[src/rtl/dram_lane_packer_pkg.sv]
// Shared defaults, derived widths and lane-select helper for the DRAM lane packer.
package dram_lane_packer_pkg;

  localparam int LANE_W_DEF      = 16;
  localparam int LANES_IN_DEF    = 4;
  localparam int FRAME_LANES_DEF = 17;
  localparam int CNT_W_DEF       = 16;

  // Worst case fill: one lane short of a frame plus a full-width beat.
  function automatic int acc_lanes(input int frame_lanes, input int lanes_in);
    return frame_lanes + lanes_in - 1;
  endfunction

  function automatic int cnt_width(input int frame_lanes, input int lanes_in);
    return $clog2(acc_lanes(frame_lanes, lanes_in) + 1);
  endfunction

  function automatic int nl_width(input int lanes_in);
    return $clog2(lanes_in + 1);
  endfunction

  function automatic int idx_width(input int n);
    return (n > 1) ? $clog2(n) : 1;
  endfunction

  function automatic int lane_offset(input int lanes_in, input int nl, input logic inv);
    return inv ? lanes_in - nl : 0;
  endfunction

endpackage

[src/rtl/dram_lane_select.sv]
// Extracts nlanes lanes from the input bus, right-justified to lane 0.
module dram_lane_select
  import dram_lane_packer_pkg::*;
#(
  parameter int LANE_W   = LANE_W_DEF,
  parameter int LANES_IN = LANES_IN_DEF
) (
  input  logic [LANE_W*LANES_IN-1:0]       din,
  input  logic [nl_width(LANES_IN)-1:0]    nlanes,
  input  logic                             inv,
  output logic [LANES_IN-1:0][LANE_W-1:0]  lanes
);

  localparam int SW = idx_width(LANES_IN);

  logic [LANES_IN-1:0][LANE_W-1:0] src;
  int off;

  assign src = din;

  always_comb begin
    off   = lane_offset(LANES_IN, int'(nlanes), inv);
    lanes = '0;
    for (int i = 0; i < LANES_IN; i++) begin
      if (i < int'(nlanes) && off + i >= 0 && off + i < LANES_IN)
        lanes[i] = src[SW'(off + i)];
    end
  end

endmodule

[src/rtl/dram_lane_packer.sv]
// Packs variable-length lane groups into fixed-size DRAM frames with residue
// carry, flush/zero-pad, valid/ready on both sides and a sticky length error.
module dram_lane_packer
  import dram_lane_packer_pkg::*;
#(
  parameter int LANE_W      = LANE_W_DEF,
  parameter int LANES_IN    = LANES_IN_DEF,
  parameter int FRAME_LANES = FRAME_LANES_DEF,
  parameter int CNT_W       = CNT_W_DEF
) (
  input  logic                              clk,
  input  logic                              rst,
  input  logic [LANE_W*LANES_IN-1:0]        din,
  input  logic [nl_width(LANES_IN)-1:0]     nlanes,
  input  logic                              inv,
  input  logic                              in_valid,
  output logic                              in_ready,
  input  logic                              flush,
  output logic [LANE_W*FRAME_LANES-1:0]     dout,
  output logic                              out_valid,
  input  logic                              out_ready,
  output logic                              out_last,
  output logic [CNT_W-1:0]                  frame_cnt,
  output logic                              err_len
);

  localparam int ACC = acc_lanes(FRAME_LANES, LANES_IN);
  localparam int CW  = cnt_width(FRAME_LANES, LANES_IN);
  localparam int SW  = idx_width(LANES_IN);

  logic [ACC-1:0][LANE_W-1:0]         acc, acc_n;
  logic [FRAME_LANES-1:0][LANE_W-1:0] obuf, obuf_n;
  logic [LANES_IN-1:0][LANE_W-1:0]    sel;
  logic [CW-1:0]                      cnt, cnt_n;
  logic [SW-1:0]                      si;
  logic                               flush_pend;
  logic                               legal, take, accept, xfer, flush_set;
  int                                 cnt_i, nl_i;

  dram_lane_select #(
    .LANE_W   (LANE_W),
    .LANES_IN (LANES_IN)
  ) u_sel (
    .din    (din),
    .nlanes (nlanes),
    .inv    (inv),
    .lanes  (sel)
  );

  always_comb begin
    cnt_i = int'(cnt);
    nl_i  = int'(nlanes);
  end

  // Accept and transfer are mutually exclusive: in_ready needs cnt below a
  // frame with no flush pending, transfer needs the opposite.
  assign in_ready  = (cnt_i < FRAME_LANES) && !flush_pend;
  assign legal     = (nl_i >= 1) && (nl_i <= LANES_IN);
  assign take      = in_valid && in_ready;
  assign accept    = take && legal;
  assign xfer      = ((cnt_i >= FRAME_LANES) || flush_pend) && (!out_valid || out_ready);
  assign flush_set = flush && ((cnt_i != 0) || accept);
  assign dout      = obuf;

  always_comb begin
    acc_n  = acc;
    obuf_n = obuf;
    cnt_n  = cnt;
    si     = '0;
    if (xfer) begin
      for (int k = 0; k < FRAME_LANES; k++)
        obuf_n[k] = (k < cnt_i) ? acc[k] : '0;
      for (int k = 0; k < ACC - FRAME_LANES; k++)
        acc_n[k] = acc[k + FRAME_LANES];
      for (int k = ACC - FRAME_LANES; k < ACC; k++)
        acc_n[k] = '0;
      cnt_n = (cnt_i > FRAME_LANES) ? CW'(cnt_i - FRAME_LANES) : '0;
    end else if (accept) begin
      for (int k = 0; k < ACC; k++) begin
        if (k >= cnt_i && k < cnt_i + nl_i) begin
          si       = SW'(k - cnt_i);
          acc_n[k] = sel[si];
        end
      end
      cnt_n = CW'(cnt_i + nl_i);
    end
  end

  always_ff @(posedge clk) begin
    if (!rst) begin
      acc        <= '0;
      obuf       <= '0;
      cnt        <= '0;
      flush_pend <= 1'b0;
      out_valid  <= 1'b0;
      out_last   <= 1'b0;
      frame_cnt  <= '0;
      err_len    <= 1'b0;
    end else begin
      acc  <= acc_n;
      obuf <= obuf_n;
      cnt  <= cnt_n;
      if (xfer) begin
        out_valid  <= 1'b1;
        out_last   <= flush_pend;
        frame_cnt  <= frame_cnt + CNT_W'(1);
        // A flush landing on a transfer only sticks if residue remains.
        flush_pend <= flush && (cnt_i > FRAME_LANES);
      end else begin
        if (out_valid && out_ready)
          out_valid <= 1'b0;
        if (flush_set)
          flush_pend <= 1'b1;
      end
      if (take && !legal)
        err_len <= 1'b1;
    end
  end

endmodule

[config.mk]
export PLATFORM = sky130hd
export DESIGN_NAME = dram_lane_packer
export DESIGN_NICKNAME = d
export VERILOG_FILES = /design/src/rtl/dram_lane_packer_pkg.sv /design/src/rtl/dram_lane_select.sv /design/src/rtl/dram_lane_packer.sv
export SDC_FILE = /design/constraint.sdc
export NUM_CORES = 1
export LEC_CHECK = 0
export ABC_CLOCK_PERIOD_IN_PS = 8280
export BUFFER_PORTS_ARGS = -buffer_cell sky130_fd_sc_hd__clkbuf_2
export CAP_MARGIN = 5
export CORE_UTILIZATION = 50
export DETAILED_ROUTE_END_ITERATION = 8
export GPL_TIMING_DRIVEN = 0
export PLACE_DENSITY = 0.71
export SLEW_MARGIN = 5
export SYNTH_ARGS = -nofsm -noshare
export SYNTH_HDL_FRONTEND = slang
export SYNTH_SLANG_ARGS = --single-unit
[constraint.sdc]
create_clock -name clk -period 8.28 [get_ports clk]
set_clock_uncertainty 0.05 [all_clocks]
set_input_delay 1.242 -clock clk [delete_from_list [all_inputs] [get_ports clk]]
set_output_delay 1.242 -clock clk [all_outputs]
set_load 0.005 [all_outputs]
==> results of run 1 <==
flip-flops by register name (all words and copies together) (netlist names):
name and count:
acc 320, dout 272, frame_cnt 16, cnt 5, err_len 1, flush_pend 1
out_last 1, out_valid 1
cell families (layout without fill, tap and decap cells):
| logic type | count (synthesis) | after routing |
|---|---|---|
| compound gates | 854 | 854 |
| flops | 617 | 617 |
| fa+ha+maj | 26 | 26 |
| buf+inv | 196 | 667 |
| xor+xnor | 20 | 20 |
| simple gates | 343 | 343 |
| other cells | 0 | 1 |
| mux | 64 | 64 |
through the flow:
step,hold slack (ns),setup WS [ns],util
floorplan,0.392,3.41,-
global placement,0.402,1.68,0.562
detailed placement,0.401,1.69,0.563
CTS,0.415,2.35,0.604
global route,0.437,1.91,0.604
finish,0.415,2.10,0.604
placed cells by master, fill, tap and decap left out, types with 12 or more instances in the layout:
cell type,netlist,routed
clkbuf_2,1,364
nor2_1,89,89
dfxtp_1,617,617
clkbuf_16,0,60
xor2_1,12,12
o21ai_0,37,37
nand2_1,100,100
a22oi_1,16,16
a22o_1,576,576
ha_1,25,25
buf_4,12,12
clkbuf_1,77,89
nor3_1,15,15
o2bb2ai_1,16,16
mux4_2,55,55
nor2_2,32,32
buf_2,81,81
a221oi_1,122,122
a21oi_1,28,27
nor3b_1,16,16
Yosys cell counts, types with 8 or more instances:
library cell    n
a21oi_1        28
a221oi_1      122
a221oi_2        8
a22o_1        576
a22oi_1        16
and2_1          8
buf_1           8
buf_2          81
buf_4          12
clkbuf_1       77
dfxtp_1       617
ha_1           25
inv_1          10
mux4_1          9
mux4_2         55
nand2_1       100
nand3_1        11
nand4_1         9
nor2_1         89
nor2_2         32
nor3_1         15
nor3b_1        16
nor4_2          9
o21ai_0        37
o2bb2ai_1      16
xor2_1         12
final cells by class:
class                      count  area (µm²)  area share
antenna                        1        2.50   0.0000863
buffer                       182         853      0.0294
clock buffer                  83        1700      0.0586
clock inverter                25         305      0.0105
inverter                      14        60.1     0.00207
multi-input combinational   1307       11100       0.384
sequential                   617       12400       0.426
tap                          615         769      0.0265
timing repair buffer         363        1820      0.0627
final timing paths:
path,end,slack [ns],cells after the start
setup / recovery,acc[150],2.10,18
hold reg to reg,out_last,0.42,2
setup reg to reg,acc[106],3.27,11
hold / removal,out_last,0.42,2
worst max-delay path, stage by stage:
cell and delay [ns]:
clkbuf_2 0.15, buf_2 0.27, inv_1 0.11, ha_1 0.32, nand2_2 0.16, clkinv_1 0.23, buf_2 0.33, ha_1 0.28
ha_1 0.18, nand2_1 0.06, ha_1 0.28, nor4bb_1 0.29, o2111ai_1 0.32, nor4_2 0.77, buf_2 0.37, a221oi_1 0.11
nor2_1 0.93, a22o_1 0.29
power breakdown:
part / switching (mW) / internal (mW) / leakage [nW]
clock network: 1.16 / 1.59 / 0.983
logic: 0.770 / 0.262 / 5.82
registers: 0.0233 / 3.00 / 4.97
per-layer routing:
layer	GRT usage	wire length (µm)	part of all wire	vias to the layer above
li1	-	-	-	9283
met2	0.517	38400	0.45	1153
met4	0.135	3440	0.040	0
met3	0.0652	7600	0.088	170
met1	0.462	36600	0.43	10510
met5	0	0	0	-
==> impl_metrics.ini, run 1 <==
[run_status]
status = finished, final reports clean

[timing]
hold_violations = 0
totalNegativeSetupSlack_ns = 0
setup_viol = 0
slew_headroom = 0.0738
finalWorstPathRequiredPeriod_ns = 6.18
min_period_over_period = 0.746
slew_violations = 0
max_freq_ghz = 0.162
grt_setup_unrepaired = no
worst_pin_slew_ns = 1.38

[synth]
synth_area_leaders = dfxtp_1 51%, a22o_1 21%, mux4_2 5.1%
yosys_register_bits = 617
synth_cells = 2120
yosysTopAreaCell = dfxtp_1
synth_compound_area_frac = 0.297
yosysTopAreaCellShare = 0.507
synth_xor_area_frac = 0.00811
syn_nets = 2219
yosysSeqAreaShare = 0.507
synth-edff-count = 0
synth_simple_gate_area_frac = 0.0765
yosys_warnings = 0
synth.cell_area_um2 = 24400
avgSynthCellArea_um2 = 11.5
synthDistinctLibCells = 78
synth_top_family_by_area = compound AO/OA/AOI/OAI gates
synthMuxAreaShare = 0.0605
async_flop_share = 0
ys.flop_type = dfxtp_1
synthAdderAreaFrac = 0.0137

[final_layout]
n_fill_cell = 3956
postLayoutCellArea_um2 = 29000
nNetsFinal = 2644
layout-drive-gt1-share = 0.269
layoutNonFillerInstCount = 3207
syn2layout_area_growth_pct = 18.9

[clock_network]
cts_resized = 0
cts-root-buf = clkbuf_16
post_cts_buffers = 0
cts_hold_buf = 0
clk_latency_ns = 0.63
h-tree-depth = 2
numCtsBuffers = 60
cts_tree = yes
max-clock-path-buffers = 3
clock_sinks = 617
path_clk_slew_ns = 0.06

[placed_design]
hpwlAfterDp_um = 63900
gp_congestion = 0.950
placed_area_um2 = 27000
port_buffers = 363
dpl.cell_count = 3098

[setup_path]
critPathArrivalTime_ns = 6.70
worstPathMaxFanout = 11
critPathKind = primary input to flop
cp-start-kind = primary input
cp-startpoint = nlanes[0]
required_ns = 8.80
crit_path_end_kind = flop
r2r_start = cnt[1]

[pwr]
p_leak_nw = 11.8
p_total_mw = 6.81
p_per_area_nw_per_um2 = 235
peakVddDrop_mv = 0.174

[global_routing]
grt_usage = 0.335
overflow = 0
grt_pass1_wl_um = 126000
antenna_found_initial = 1
grt_max_degree = 17
grt_pass1_vias = 19983

[flow_run]
drv_cap = 0

[worst_hold_path]
worstHoldStart = out_last
hold_class = flop to flop

[die]
boundaryPins = 365
die_area_um2 = 49700
initial_core_util = 0.509
die_y_um = 223
floorplan.rows = 80
core_um2 = 47900
die_width_um = 223

[routing]
routed_wl_um = 86100
first_pass_iters = 6
drc_errors = 0
ant_nets = 0
routed_via_density = 6.58
routed-via-count = 21116
wl_per_cell_um = 26.8
dr.first_iter.drc_count = 2017
(Power assumes the default switching activity.)
==> run 2: changes to the inputs <==
--- a/config.mk
+++ b/config.mk
@@ -5,13 +5,13 @@
 export SDC_FILE = /design/constraint.sdc
 export NUM_CORES = 1
 export LEC_CHECK = 0
-export ABC_CLOCK_PERIOD_IN_PS = 8280
+export ABC_CLOCK_PERIOD_IN_PS = 5200
 export BUFFER_PORTS_ARGS = -buffer_cell sky130_fd_sc_hd__clkbuf_2
 export CAP_MARGIN = 5
 export CORE_UTILIZATION = 50
 export DETAILED_ROUTE_END_ITERATION = 8
 export GPL_TIMING_DRIVEN = 0
-export PLACE_DENSITY = 0.71
+export PLACE_DENSITY = 0.74
 export SLEW_MARGIN = 5
 export SYNTH_ARGS = -nofsm -noshare
 export SYNTH_HDL_FRONTEND = slang
==> constraint.sdc (replaced) <==
create_clock -name clk -period 5.2 [get_ports clk]
set_clock_uncertainty 0.05 [all_clocks]
set_input_delay 0.78 -clock clk [delete_from_list [all_inputs] [get_ports clk]]
set_output_delay 0.78 -clock clk [all_outputs]
set_load 0.005 [all_outputs]
==> run 2 against run 1 <==
Net effect:
- total power grew 60%
- cell count hardly changed
- sequential cell count unchanged
- count of clock-buffer cells in the layout shrank 2
- final area grew 0.97%
- critical path type unchanged
==> impl_metrics.ini, run 2 (synthesis results as in run 1) <==
[setup_path]
crit_slowest_cell = nor3b_1
crit_chain = clkbuf_2, buf_2, inv_1, ha_1, nand2_2, clkinv_1, buf_2, ha_1, ha_1, a31oi_1, ha_1, nor4bb_1, nand4_1, clkbuf_1, nor3b_1, a221oi_1, nor2_2, a22o_1
cp.buffers_inverters = 6
crit_top_cell = ha_1
worst_path_largest_cell_delay_ns = 0.65
crit_path_end_kind = flop
crit_family = simple AND/OR/NAND/NOR gates
critPathKind = primary input to flop
cp-start-kind = primary input
worstPathMaxFanout = 11
cp-startpoint = nlanes[0]
critPathArrivalTime_ns = 5.68
r2r_start = cnt[1]
required_ns = 5.69

[final_layout]
largest_reg_flops = 320
regMostFlops = acc
mostFrequentLayoutCells = 617 x dfxtp_1, 576 x a22o_1, 364 x clkbuf_2
layoutNonFillerInstCount = 3210
n_fill_cell = 3856
nNetsFinal = 2646
syn2layout_area_growth_pct = 20.0
layout-drive-gt1-share = 0.280
postLayoutCellArea_um2 = 29300
layout_commonest_cell = dfxtp_1

[pwr]
p_per_area_nw_per_um2 = 372
peakVddDrop_mv = 0.263
p_leak_nw = 11.8

[routing]
routed_via_density = 6.58
routed-via-count = 21131
dr.first_iter.drc_count = 1930
routed_wl_um = 86300
wl_per_cell_um = 26.9
drc_errors = 0
first_pass_iters = 5
ant_nets = 0

[timing]
fin_ws_ns = 0.00598
slew_headroom = 0.176
setup_viol = 0
worst_pin_slew_ns = 1.23
grt_setup_unrepaired = yes
min_period_over_period = 0.999
hold_violations = 0
finalWorstPathRequiredPeriod_ns = 5.19
max_freq_ghz = 0.193
slew_violations = 0

[clock_network]
clk_latency_ns = 0.62
clock_sinks = 617
max-clock-path-buffers = 3
h-tree-depth = 2
cts_tree = yes
numCtsBuffers = 57
cts_hold_buf = 0
cts-root-buf = clkbuf_16
path_clk_slew_ns = 0.07

[placed_design]
gp_congestion = 0.954
dp_worst_setup_slack_ns = -1.09
hpwlAfterDp_um = 63500
dpl.cell_count = 3098
placed_area_um2 = 27000
port_buffers = 363

[global_routing]
grt_pass1_vias = 20064
antenna_found_initial = 1
grt_max_degree = 17
grt_usage = 0.335
grt_pass1_wl_um = 126000
overflow = 0

[die]
boundaryPins = 365
die_width_um = 223
die_y_um = 223
core_um2 = 47900
die_area_um2 = 49700
floorplan.rows = 80
initial_core_util = 0.509

[worst_hold_path]
worstHoldStart = flush
hold_class = primary input to flop

[run_status]
status = finished, final reports clean

[flow_run]
drv_cap = 0
[run 2: cell count changes in the layout (fill, tap and decap cells not counted), sizes merged]
cell	delta
buf	+5
clkbuf	-2
clkinv	-3
clkinvlp	+3
[run 2: final timing paths]
path / endpoint / slack, ns / cells after the start
hold / removal: flush_pend / 0.38 / 3
hold reg to reg: dout[25] / 0.42 / 1
setup / recovery: acc[92] / 0.006 / 18
setup reg to reg: dout[232] / 0.35 / 10
[run 2: metal layers]
metal,track usage,vias to the layer above,share of wire,wire length [µm]
met4,0.134,0,0.042,3650
met3,0.0725,180,0.098,8450
li1,-,9277,-,-
met5,0,-,0,0
met1,0.457,10435,0.41,35800
met2,0.517,1239,0.45,38400
[run 2: power by group]
| part | switching, mW | total [mW] | internal (mW) |
|---|---|---|---|
| Clock | 1.83 | 4.36 | 2.53 |
| Sequential | 0.0351 | 4.81 | 4.77 |
| Combinational | 1.26 | 1.72 | 0.452 |
| Total | 3.13 | 10.9 | 7.75 |
[run 2: final cells by class]
cell class | count | area [µm²] | share of cell area
flip-flops and latches | 617 | 12400 | 0.422
multi-input cells | 1307 | 11400 | 0.388
repair buffers | 368 | 1880 | 0.0642
clock buffers | 81 | 1700 | 0.0581
plain buffers | 182 | 853 | 0.0292
well taps | 615 | 769 | 0.0263
clock inverters | 25 | 280 | 0.00958
inverters | 14 | 60.1 | 0.00205
diodes | 1 | 2.50 | 0.0000855
[run 2: worst reg2reg max path, stage by stage (launching register included)]
cell,delay (ns)
dfxtp_1,0.46
inv_1,0.37
clkbuf_1,0.55
clkbuf_1,0.59
ha_1,0.37
o21a_1,0.31
o21a_1,0.31
nand2_2,0.22
a211oi_1,1.00
buf_2,0.39
a22o_1,0.16
[run 2: what timing repair did]
item | CTS | global route
setup buffers | 0 | 5
gates resized for setup | 39 | 17
pin swaps | 1 | 6
endpoints found under the setup margin | 171 | 316
[run 2: stage by stage]
step / util / TNS (ns) / hold slack [ns] / power, mW
after floorplan: - / 0 / 0.392 / 5.84
final: 0.610 / 0 / 0.378 / 10.9
after CTS: 0.608 / -0.261 / 0.357 / 10.8
after global placement: 0.562 / -148.57 / 0.398 / 6.46
after global routing: 0.610 / -11.45 / 0.414 / 11.2
after detailed placement: 0.563 / -200.94 / 0.401 / 6.50
==> run 3: changes to the inputs <==
--- a/config.mk
+++ b/config.mk
@@ -8,10 +8,12 @@
 export ABC_CLOCK_PERIOD_IN_PS = 5200
 export BUFFER_PORTS_ARGS = -buffer_cell sky130_fd_sc_hd__clkbuf_2
 export CAP_MARGIN = 5
+export CORE_MARGIN = 2
 export CORE_UTILIZATION = 50
 export DETAILED_ROUTE_END_ITERATION = 8
 export GPL_TIMING_DRIVEN = 0
 export PLACE_DENSITY = 0.74
+export RECOVER_POWER = 25
 export SLEW_MARGIN = 5
 export SYNTH_ARGS = -nofsm -noshare
 export SYNTH_HDL_FRONTEND = slang
==> run 3 against run 2 <==
Net effect:
- critical path depth unchanged
- sequential share of layout area up 0.18 points
- critical endpoint is now acc[168]
- sequential power about the same
- cell count about the same
- the flow now finishes with violations (negative setup slack)
- via count up 0.43%
- count of clock-buffer cells in the layout up 5
- non-clock buffer count unchanged
==> impl_metrics.ini, run 3 (synthesis results as in run 1) <==
[timing]
min_period_over_period = 1.03
setup_viol = 30
hold_violations = 0
hold_slack_ns = 0.403
finalWorstPathRequiredPeriod_ns = 5.35
slew_violations = 0
grt_setup_unrepaired = yes
slew_headroom = 0.195
fin_ws_ns = -0.146
worst_pin_slew_ns = 1.20
max_freq_ghz = 0.187

[setup_path]
critPathArrivalTime_ns = 5.84
crit_slowest_cell = nor3b_1
required_ns = 5.70
cp-start-kind = primary input
critPathKind = primary input to flop
worstPathMaxFanout = 11
regToRegSetupSlack_ns = 0.45
crit_path_end_kind = flop
crit_chain = clkbuf_2, buf_2, inv_1, ha_1, nand2_2, clkinv_1, buf_2, ha_1, ha_1, a31oi_1, ha_1, nor4bb_1, nand4_1, clkbuf_1, nor3b_1, a221oi_1, nor2_2, a22o_1
r2r_start = cnt[1]
worst-r2r-cell-count = 10
regToRegEndpoint = dout[229]
crit_top_cell = ha_1
worst_path_largest_cell_delay_ns = 0.64

[clock_network]
max-clock-path-buffers = 3
cts_hold_buf = 0
numCtsBuffers = 58
h-tree-depth = 2
clock_sinks = 617
cts-root-buf = clkbuf_16
clk_latency_ns = 0.61
cts_tree = yes
path_clk_slew_ns = 0.07

[routing]
first_pass_iters = 5
ant_nets = 0
wl_per_cell_um = 26.9
routed-via-count = 21222
routed_wl_um = 86300
drc_errors = 0
routed_via_density = 6.62
dr.first_iter.drc_count = 1918

[worst_hold_path]
whs_path_depth = 3
whs_endpoint = flush_pend
worstHoldStart = flush
hold_class = primary input to flop

[die]
initial_core_util = 0.509
die_y_um = 225
die_area_um2 = 50500
floorplan.rows = 80
boundaryPins = 365
core_um2 = 47900
die_width_um = 225

[global_routing]
antenna_found_initial = 0
grt_max_degree = 16
grt_usage = 0.331
overflow = 0
grt_pass1_vias = 20119
grt_pass1_wl_um = 127000

[flow_run]
drv_cap = 0

[pwr]
pwr-share-comb = 0.157
p_sw_frac = 0.284
seqPwrFrac = 0.441
p_sw_mw = 3.09
peakVddDrop_mv = 0.268
p_int_mw = 7.80
p_per_area_nw_per_um2 = 374
p_total_mw = 10.9
p_leak_nw = 11.5
clkPwrFrac = 0.402

[final_layout]
mostFrequentLayoutCells = 617 x dfxtp_1, 576 x a22o_1, 271 x clkbuf_2
nNetsFinal = 2647
final_core_util = 0.608
layout_commonest_cell = dfxtp_1
multi_input_area_um2 = 11400
largest_reg_flops = 320
syn2layout_area_growth_pct = 19.5
n_fill_cell = 3960
diodes = 0
layout-drive-gt1-share = 0.246
regMostFlops = acc
ff_latch_area_um2 = 12400

[run_status]
status = complete, but fails checks
violations = negative setup slack

[placed_design]
hpwlAfterDp_um = 63500
gp_congestion = 0.983
port_buffers = 363
## run 3: cell count changes in the layout (fill, tap and decap cells not counted), sizes merged
cell / delta
buf: +1
clkbuf: +4
clkinv: +1
clkinvlp: -4
diode: -1
inv: -3
## run 3: power groups by stage
stage | Combinational [mW] | Sequential, mW | Clock (mW)
2_1_floorplan | 0.939 | 4.90 | 0
3_3_place_gp | 1.56 | 4.91 | 0
3_5_place_dp | 1.59 | 4.91 | 0
4_1_cts | 1.60 | 4.81 | 4.40
5_1_grt | 1.77 | 4.81 | 4.62
6_report | 1.71 | 4.81 | 4.38
## run 3: final cells by class
| class | count | area share |
|---|---|---|
| buffer | 182 | 0.0293 |
| clock buffer | 86 | 0.0604 |
| clock inverter | 19 | 0.00794 |
| inverter | 14 | 0.00206 |
| multi-input combinational | 1307 | 0.390 |
| sequential | 617 | 0.424 |
| tap | 615 | 0.0264 |
| timing repair buffer | 368 | 0.0601 |
## run 3: how the worst max path moves through the flow
stage | from | end | slack [ns] | depth (start not counted)
floorplan | nlanes[0] | acc[182] | 0.80 | 17
global placement | nlanes[0] | acc[150] | -0.95 | 18
CTS | nlanes[0] | acc[152] | -0.19 | 18
finish | nlanes[0] | acc[168] | -0.15 | 18
detailed placement | nlanes[0] | acc[86] | -1.05 | 18
global route | nlanes[0] | acc[249] | -0.26 | 18
## run 3: metrics by stage
stage / worst slack (ns) / area, µm² / instances / setup TNS, ns
final: -0.146 / 29100 / 3208 / -2.08
after global routing: -0.258 / 29100 / 3208 / -9.36
after CTS: -0.188 / 29000 / 3203 / -7.36
after detailed placement: -1.05 / 27000 / 3098 / -178.78
after global placement: -0.951 / 27000 / 3098 / -161.30
after floorplan: 0.797 / 24400 / 2120 / 0
## run 3: per-layer routing
metal,part of all wire,GRT usage
met1,0.42,0.466
met2,0.44,0.500
met3,0.094,0.0652
met4,0.044,0.133
met5,0,0
## run 3: what timing repair did
action	CTS	global route
setup buffers	0	5
pin swaps	0	5
endpoints found under the setup margin	136	320
gates resized for setup	11	46
## run 3: critical path, delay by kind of cell
| family | cells | cell delay, ns |
|---|---|---|
| simple gates | 5 | 1.94 |
| buf+inv | 6 | 1.50 |
| fa+ha+maj | 4 | 1.05 |
| compound gates | 3 | 0.53 |
